**src/rtl/ctrl_count_block_if.sv**
```systemverilog
`default_nettype none
// ============================================================================
//  Module      : ctrl_count_block_if
//  Description : Handshake/bus bundle between the block-count sequencer, the
//                interpolation datapath and the block-count register.
//  Revision    : 1.0 - initial release
// ============================================================================
interface ctrl_count_block_if;
    logic       START;      // run request
    logic       BLK_DONE;   // datapath finished current block
    logic [3:0] COUNT_IN;   // signed read-back of the block-count register
    logic       COUNT_WE;   // block-count register write enable
    logic [3:0] COUNT_OUT;  // signed write data to the block-count register
    logic       BLK_START;  // one-cycle block kick
    logic       BUSY;       // run in progress
    logic       DONE;       // one-cycle end-of-run pulse

    // Sequencer side
    modport master (
        input  START,
        input  BLK_DONE,
        input  COUNT_IN,
        output COUNT_WE,
        output COUNT_OUT,
        output BLK_START,
        output BUSY,
        output DONE
    );

    // Environment side (datapath, register, run requester)
    modport slave (
        output START,
        output BLK_DONE,
        output COUNT_IN,
        input  COUNT_WE,
        input  COUNT_OUT,
        input  BLK_START,
        input  BUSY,
        input  DONE
    );
endinterface
`default_nettype wire

```
**src/rtl/ctrl_count_block.sv**
```systemverilog
`default_nettype none
// ============================================================================
//  Module      : ctrl_count_block
//  Description : Block-count sequencer. Clears the block-count register, then
//                for each block issues BLK_START, waits for BLK_DONE and
//                writes back count+1, pulsing DONE after the last block.
//                Moore machine; every output is a register updated together
//                with the state, so outputs always reflect the current state.
//  Revision    : 1.0 - initial release
// ============================================================================
module ctrl_count_block #(
    parameter int NUM_BLOCKS = 8    // 1..8, count register is signed 4-bit
) (
    input  wire                        CLK,
    input  wire                        RST_SYNC_N,
    ctrl_count_block_if.master         bus
);

    // Index of the last block; register values at or above this end the run,
    // which also covers a corrupted register holding a too-large value.
    localparam logic signed [3:0] c_last_idx = 4'(NUM_BLOCKS - 1);

    typedef enum logic [2:0] {
        S_IDLE   = 3'd0,
        S_CLEAR  = 3'd1,
        S_ISSUE  = 3'd2,
        S_WAIT   = 3'd3,
        S_INCR   = 3'd4,
        S_FINISH = 3'd5
    } state_t;

    state_t     r_state;
    logic       r_count_we;
    logic [3:0] r_count_out;
    logic       r_blk_start;
    logic       r_busy;
    logic       r_done;

    wire        w_is_last = ($signed(bus.COUNT_IN) >= c_last_idx);

    // State and registered Moore outputs; outputs are loaded with the decode
    // of the state being entered, so they line up with r_state exactly.
    always_ff @(posedge CLK) begin
        if (!RST_SYNC_N) begin
            r_state     <= S_IDLE;
            r_count_we  <= 1'b0;
            r_count_out <= 4'd0;
            r_blk_start <= 1'b0;
            r_busy      <= 1'b0;
            r_done      <= 1'b0;
        end else begin
            r_count_we  <= 1'b0;
            r_count_out <= 4'd0;
            r_blk_start <= 1'b0;
            r_busy      <= 1'b1;
            r_done      <= 1'b0;
            case (r_state)
                S_IDLE: begin
                    if (bus.START) begin
                        r_state    <= S_CLEAR;
                        r_count_we <= 1'b1;
                    end else begin
                        r_busy     <= 1'b0;
                    end
                end
                S_CLEAR: begin
                    r_state     <= S_ISSUE;
                    r_blk_start <= 1'b1;
                end
                S_ISSUE: begin
                    r_state <= S_WAIT;
                end
                S_WAIT: begin
                    if (bus.BLK_DONE) begin
                        if (w_is_last) begin
                            r_state <= S_FINISH;
                            r_done  <= 1'b1;
                        end else begin
                            // Register is untouched until this write, so the
                            // value read here is the one INCR would see.
                            r_state     <= S_INCR;
                            r_count_we  <= 1'b1;
                            r_count_out <= bus.COUNT_IN + 4'd1;
                        end
                    end
                end
                S_INCR: begin
                    r_state     <= S_ISSUE;
                    r_blk_start <= 1'b1;
                end
                S_FINISH: begin
                    r_state <= S_IDLE;
                    r_busy  <= 1'b0;
                end
                default: begin
                    r_state <= S_IDLE;
                    r_busy  <= 1'b0;
                end
            endcase
        end
    end

    assign bus.COUNT_WE  = r_count_we;
    assign bus.COUNT_OUT = r_count_out;
    assign bus.BLK_START = r_blk_start;
    assign bus.BUSY      = r_busy;
    assign bus.DONE      = r_done;

endmodule
`default_nettype wire
```
**src/flat_wrapper.sv**
```systemverilog
// flat-port wrapper written by rule: the top's interface ports become plain ports
module ctrl_count_block_flat 
#(
    parameter int NUM_BLOCKS = 8                                           
)
  (CLK, RST_SYNC_N, bus_START, bus_BLK_DONE, bus_COUNT_IN, bus_COUNT_WE, bus_COUNT_OUT, bus_BLK_START, bus_BUSY, bus_DONE);
  ctrl_count_block_if bus_i ();
  input  wire CLK;
  input  wire RST_SYNC_N;
  input wire logic [$bits(bus_i.START)-1:0] bus_START;
  input wire logic [$bits(bus_i.BLK_DONE)-1:0] bus_BLK_DONE;
  input wire logic [$bits(bus_i.COUNT_IN)-1:0] bus_COUNT_IN;
  output wire logic [$bits(bus_i.COUNT_WE)-1:0] bus_COUNT_WE;
  output wire logic [$bits(bus_i.COUNT_OUT)-1:0] bus_COUNT_OUT;
  output wire logic [$bits(bus_i.BLK_START)-1:0] bus_BLK_START;
  output wire logic [$bits(bus_i.BUSY)-1:0] bus_BUSY;
  output wire logic [$bits(bus_i.DONE)-1:0] bus_DONE;
  assign bus_i.START = bus_START;
  assign bus_i.BLK_DONE = bus_BLK_DONE;
  assign bus_i.COUNT_IN = bus_COUNT_IN;
  assign bus_COUNT_WE = bus_i.COUNT_WE;
  assign bus_COUNT_OUT = bus_i.COUNT_OUT;
  assign bus_BLK_START = bus_i.BLK_START;
  assign bus_BUSY = bus_i.BUSY;
  assign bus_DONE = bus_i.DONE;
  ctrl_count_block #(.NUM_BLOCKS(NUM_BLOCKS)) u_core (.CLK(CLK), .RST_SYNC_N(RST_SYNC_N), .bus(bus_i));
endmodule
```
**config.mk**
```make
export PLATFORM = sky130hd
export DESIGN_NAME = ctrl_count_block_flat
export DESIGN_NICKNAME = d
export VERILOG_FILES = /design/src/rtl/ctrl_count_block_if.sv /design/src/rtl/ctrl_count_block.sv /design/src/flat_wrapper.sv
export SDC_FILE = /design/constraint.sdc
export NUM_CORES = 1
export LEC_CHECK = 0
export CORE_AREA = 2 2 39 41
export CTS_BUF_LIST = sky130_fd_sc_hd__clkbuf_8
export DETAILED_ROUTE_END_ITERATION = 10
export DIE_AREA = 0 0 41 43
export PLACE_DENSITY = 0.58
export SLEW_MARGIN = 20
export SYNTH_ARGS = -nofsm -noshare
export SYNTH_HDL_FRONTEND = slang
export SYNTH_SLANG_ARGS = --single-unit
export TNS_END_PERCENT = 1
```
**constraint.sdc**
```tcl
create_clock -name CLK -period 1.5 [get_ports CLK]
set_clock_uncertainty 0.2 [all_clocks]
set_input_delay 0.225 -clock CLK [delete_from_list [all_inputs] [get_ports CLK]]
set_output_delay 0.225 -clock CLK [all_outputs]
set_load 0.01 [all_outputs]
```
==> Word level (Yosys, flattened, before mapping) <==
Cells that the tools add are included.
{ "classes": {"n_addsub": 1, "multipliers": 0, "n_div": 0, "magnitude_cmp": 1, "n_eq_ne": 6, "shift": 0, "muxes": 11, "n_bitwise": 3, "n_reduce_logical": 6} }
{ "op_table": {"columns": ["op", "count"], "rows": [
  ["$pmux 3 s4", 1],
  ["$reduce_or 4->1", 2],
  ["$eq 3x2->1 const B", 2],
  ["$mux 1", 6],
  ["$mux 3", 2],
  ["$add 4x1->4 const B", 1],
  ["$ge 4x4->1 const B", 1],
  ["$ne 2x2->1 const B", 2],
  ["$pmux 1 s2", 2],
  ["$eq 3x1->1 const B", 1],
  ["$eq 3x3->1 const B", 1],
  ["$logic_not 3->1", 1],
  ["$not 1->1", 3],
  ["$reduce_and 3->1", 1],
  ["$reduce_and 2->1", 1],
  ["$reduce_or 2->1", 1]
]} }
{ "word_totals": {"ff_bits": 11, "latch_bits": 0, "mem_bits_rw": 0, "mem_bits_ro": 0, "in_bits": 8, "output_inout_bits": 8, "elab_cells": 34, "mem_count": 0} }

==> Logic depth before layout (Yosys ltp) <==
{ "depth": {"word_depth": 4, "mapped_depth": 5, "ltp_nobuf": 4} }

==> Worst setup path after synthesis <==
Ideal clock, no wire load.
{ "synth_timing": {"path_type": "reg2reg", "start": "reg u_core.r_state[0]", "end": "reg u_core.r_busy, in the netlist u_core.bus.BUSY", "arrival_ns": 1.006, "required_time_ns": 1.185, "slack_ns": 0.179, "path_stages_with_launch": 4, "period_less_slack_ns": 1.321, "cell_sequence": "dfxtp_1 -> buf_6 -> or4_1 -> and3_1"} }
{ "synth_via": {"elab_chain_cells": 3, "elab_cells_between_ends": 7, "classes_between": "eq/ne (4); mux (1); reduce/logical (2)"} }
{ "synth_rtl": {"columns": ["item", "line_no", "rtl"], "rows": [
  ["start: declaration", "ctrl_count_block.sv:32", "state_t r_state;"],
  ["start signal: assignment", "ctrl_count_block.sv:45", "r_state <= S_IDLE;"],
  ["start signal: assignment", "ctrl_count_block.sv:60", "r_state <= S_CLEAR;"],
  ["start signal: assignment", "ctrl_count_block.sv:67", "r_state <= S_ISSUE;"],
  ["$eq 3x1->1 (tied with other cells)", "ctrl_count_block.sv:57", "case (r_state)"],
  ["$reduce_or 4->1 (no source line)", null, null],
  ["$pmux 1 s2 *", "ctrl_count_block.sv:57", null],
  ["end signal: assignment", "ctrl_count_block.sv:49", "r_busy <= 1'b0;"],
  ["end signal: assignment", "ctrl_count_block.sv:55", "r_busy <= 1'b1;"],
  ["end signal: assignment", "ctrl_count_block.sv:63", "r_busy <= 1'b0;"],
  ["end: declaration", "ctrl_count_block.sv:36", "logic r_busy;"]
]} }
Every way passes the cells marked *; elsewhere a longest branch is shown, timed or not.
A chain may end at the register's enable or synchronous reset.

==> Final worst setup path <==
{ "layout_timing": {"start": "in RST_SYNC_N", "end": "reg u_core.r_count_out[1], in the netlist u_core.bus.COUNT_OUT[1]"} }
{ "layout_via": {"elab_chain_cells": 2} }
{ "layout_rtl": {"columns": ["item", "line_no", "rtl"], "rows": [
  ["start: declaration", "flat_wrapper.sv:9", "input wire RST_SYNC_N;"],
  ["$not 1->1 (no source line)", null, null],
  ["$reduce_or 4->1 (no source line)", null, null],
  ["end signal: assignment", "ctrl_count_block.sv:83", "r_count_out <= bus.COUNT_IN + 4'd1;"],
  ["end: declaration", "ctrl_count_block.sv:34", "logic [3:0] r_count_out;"]
]} }
Every way passes these cells.

==> impl_results.md <==
- Status: finished clean
- Max_cap viols: 0
- Fin crit period: 1.36 ns
- Worst-Skew Late Latency: roughly 0.24 ns
- Crit start category: input port
- Initial Utilization: a little under a third
- Crit path largest cell delay: 0.46 ns
- Area Growth Syn to Fin: 61.3%
- Slew Limit Fails: 0
- Clock slew at reported path FFs: approximately 0.05 ns
- Fraction of layout cells with a size suffix above 1: about 17%
- Number of CTS-inserted buffers: 3
- Core outline area: around 0.0014 sq mm
- Synth top area share: 52.4%
- Psw: 0.149 mW
- DRT met1 WL: roughly 370 um
- Fin crit share: between 90% and 100%
- Final hold viol count: 0
- # rows: 14
- Syn Area/Cell: approximately 10 sq um
- CP Capture Type: flip-flop
- Worst-path cell chain: clkdlybuf4s50_1, nor2b_1, nand2_1, inv_1, and3_1
- Count of cell types in the netlist: 21
- CP Depth: 5
- Hold WS: 0.359 ns
- Total die area: approximately 0.0018 sq mm
- First-pass GRT wire length: 1430 um
- Fmax: around 730 MHz
- Die boundary height: between 40 and 50 um
- Antenna diodes: 0
- Uppermost layer routed: met4
- Slowest CP cell: clkdlybuf4s50_1
- RSZ-0062 raised after global routing: no
- Min-delay worst type: flip-flop to flip-flop
- Flop pwr share: 46.0%
- Post-route ant nets: 0
- Layout Nets: 75
- CP delay by family, top: simple AND/OR/NAND/NOR gates
- Number of vias per cell: ~4.6
- Hold path cells: 1
- Least-Margin Pin Slew: approximately 0.27 ns
- Number of hold buffers added after CTS: 0
- Most frequent cell after synthesis: dfxtp_1
- Initial antenna violation count: 0
- Pint: around 0.54 mW
- Vias: 371
- Remaining DRCs: 0
- Final wirelength: 815 um
- DR WL/cell: between 10 and 15 um
- Largest net degree at the start of global routing: 10
- Power density cells: approximately 1000 mW/mm^2
- Cell count of the worst reg-to-reg path: 2
- Mapped Nets: 51
- Drt initial violations: 2
- YS warnings: 0
- Post-synth top cells: dfxtp_1, nor2_1, and3_1
- Tot Pwr: approximately 0.69 mW
- I/O Pins: 16
- Die outline width: roughly 41 um
- Hpwl dp: 609 um
- Clock sink total: 11
- Synth Register Bits: 11
- Main synth FF type: dfxtp_1
- Number of global-route vias before repair: between 300 and 400
- Max Root-Sink Buffers: 2
- Port Buffer Count: 15
- Seq/Total Area, Yosys: between 50% and 60%
- DR WL met3: approximately 45 um
- EDFF count, synth: 0
- Setup TNS: 0 ns
- CTS tree: done
- Buf/Inv on CP: 2
- Slew headroom: 82.3%
- WL met2: approximately 360 um
- Top post-synthesis cells by area: dfxtp_1, and3_1, xor2_1, nor2_1, ha_1
- Initial DRT Pass Iterations: 3
- Async set-or-reset flop fraction in the synthesized netlist: 0%
- Logic pwr share: between 10% and 20%
- WP data required: ~1.5 ns
- CP max FO: 4
- Setup repair bufs after CTS: 0
- Synth area leader: dfxtp_1
- Root Driver: clkbuf_8
- Sw frac: approximately 22%
- GP Congestion: 0.762
- GR Util All Layers: about 13%
- GRT overflow: 0
- Worst VDD drop: 460 uV
- Netlist Area Pre-Place: around 420 sq um
- Total number of H-tree levels: 1
- Setup CP Type: input port to flip-flop
- P_leak: 0.409 nW
- Mapped Cells: 42
- Setup violators final: 0
- Crit path DAT: 1.34 ns
- Clk pwr share: between 40% and 50%
-- worst reg2reg max path, delay by kind of cell, from the launching register on --
family / cells / cell delay, ns
flip-flops: 1 / 0.36
AND/OR/NAND/NOR: 2 / 0.67
-- timing repair --
action                     CTS  global route
hold endpoints to repair     0             0
resized for setup            1             7
setup endpoints to repair    1             7
-- sequential cells by signal, summed over array words and instances, names as in the netlist --
register	cells
u_core.bus.COUNT_OUT	4
u_core.r_state	3
u_core.bus.BLK_START	1
u_core.bus.BUSY	1
u_core.bus.COUNT_WE	1
u_core.bus.DONE	1
-- routing by layer --
| metal | up-vias | GRT usage [%] |
|---|---|---|
| met5 | - | 0 |
| li1 | 189 | - |
| met3 | 4 | 4.71 |
| met1 | 168 | 14.7 |
| met4 | 0 | 14.0 |
| met2 | 10 | 16.6 |
-- power by group through the flow --
| stage | registers [mW] | clock network (mW) | logic [mW] |
|---|---|---|---|
| global placement | 0.324 | 0 | 0.0890 |
| CTS | 0.318 | 0.295 | 0.0900 |
| finish | 0.318 | 0.286 | 0.0878 |
| floorplan | 0.322 | 0 | 0.0450 |
| global route | 0.319 | 0.313 | 0.0971 |
| detailed placement | 0.324 | 0 | 0.0899 |
-- worst paths after layout --
check | from | slack [ns] | endpoint
max reg2reg | u_core.r_state[2] | 0.17 | u_core.bus.BUSY
min | u_core.r_state[0] | 0.36 | u_core.r_state[0]
max | RST_SYNC_N | 0.14 | u_core.bus.COUNT_OUT[1]
min reg2reg | u_core.r_state[0] | 0.36 | u_core.r_state[0]
-- cell type report --
class,instances,area [sq um]
clock inverters,1,3.75
clock buffers,3,41.3
fillers,136,706
flip-flops and latches,11,220
well taps,16,20.0
repair buffers,20,204
inverters,2,7.51
multi-input cells,28,181
-- cells by family after synthesis --
| group | count (synthesis) | synth area share, % |
|---|---|---|
| AO/OA/AOI/OAI | 6 | 9.52 |
| buffers and inverters | 3 | 4.46 |
| XOR/XNOR | 3 | 6.25 |
| flip-flops | 11 | 52.4 |
| adder cells (fa/ha/maj) | 1 | 2.98 |
| AND/OR/NAND/NOR | 18 | 24.4 |
-- placed cells by master (no fill, tap or decap) --
cell type / synthesis / routed
a21oi_1: 1 / 1
a22oi_1: 1 / 1
a31oi_1: 1 / 1
and2b_2: 1 / 1
and3_1: 3 / 3
and3_2: 1 / 1
buf_4: 0 / 5
clkbuf_8: 0 / 3
clkdlybuf4s50_1: 0 / 7
dfxtp_1: 11 / 11
dlygate4sd2_1: 0 / 1
dlymetal6s2s_1: 0 / 7
ha_1: 1 / 1
inv_1: 2 / 3
nand2_1: 2 / 2
nand3_1: 2 / 2
nand3b_1: 1 / 1
nor2_1: 4 / 4
nor2b_1: 2 / 2
o2111a_1: 1 / 1
o21ai_0: 2 / 2
or3_2: 1 / 1
or4_1: 1 / 1
xnor2_1: 1 / 1
xor2_1: 2 / 2
-- per-stage QoR --
step	utilization [%]	area [sq um]	std cells	setup slack, ns
2_1_floorplan	-	420	42	0.179
3_3_place_gp	44.6	617	77	-0.0801
3_5_place_dp	44.6	617	77	-0.0955
4_1_cts	47.7	661	81	0.000829
5_1_grt	49.0	678	81	0.0273
6_report	49.0	678	81	0.136
Power figures use the tool's default switching activity.
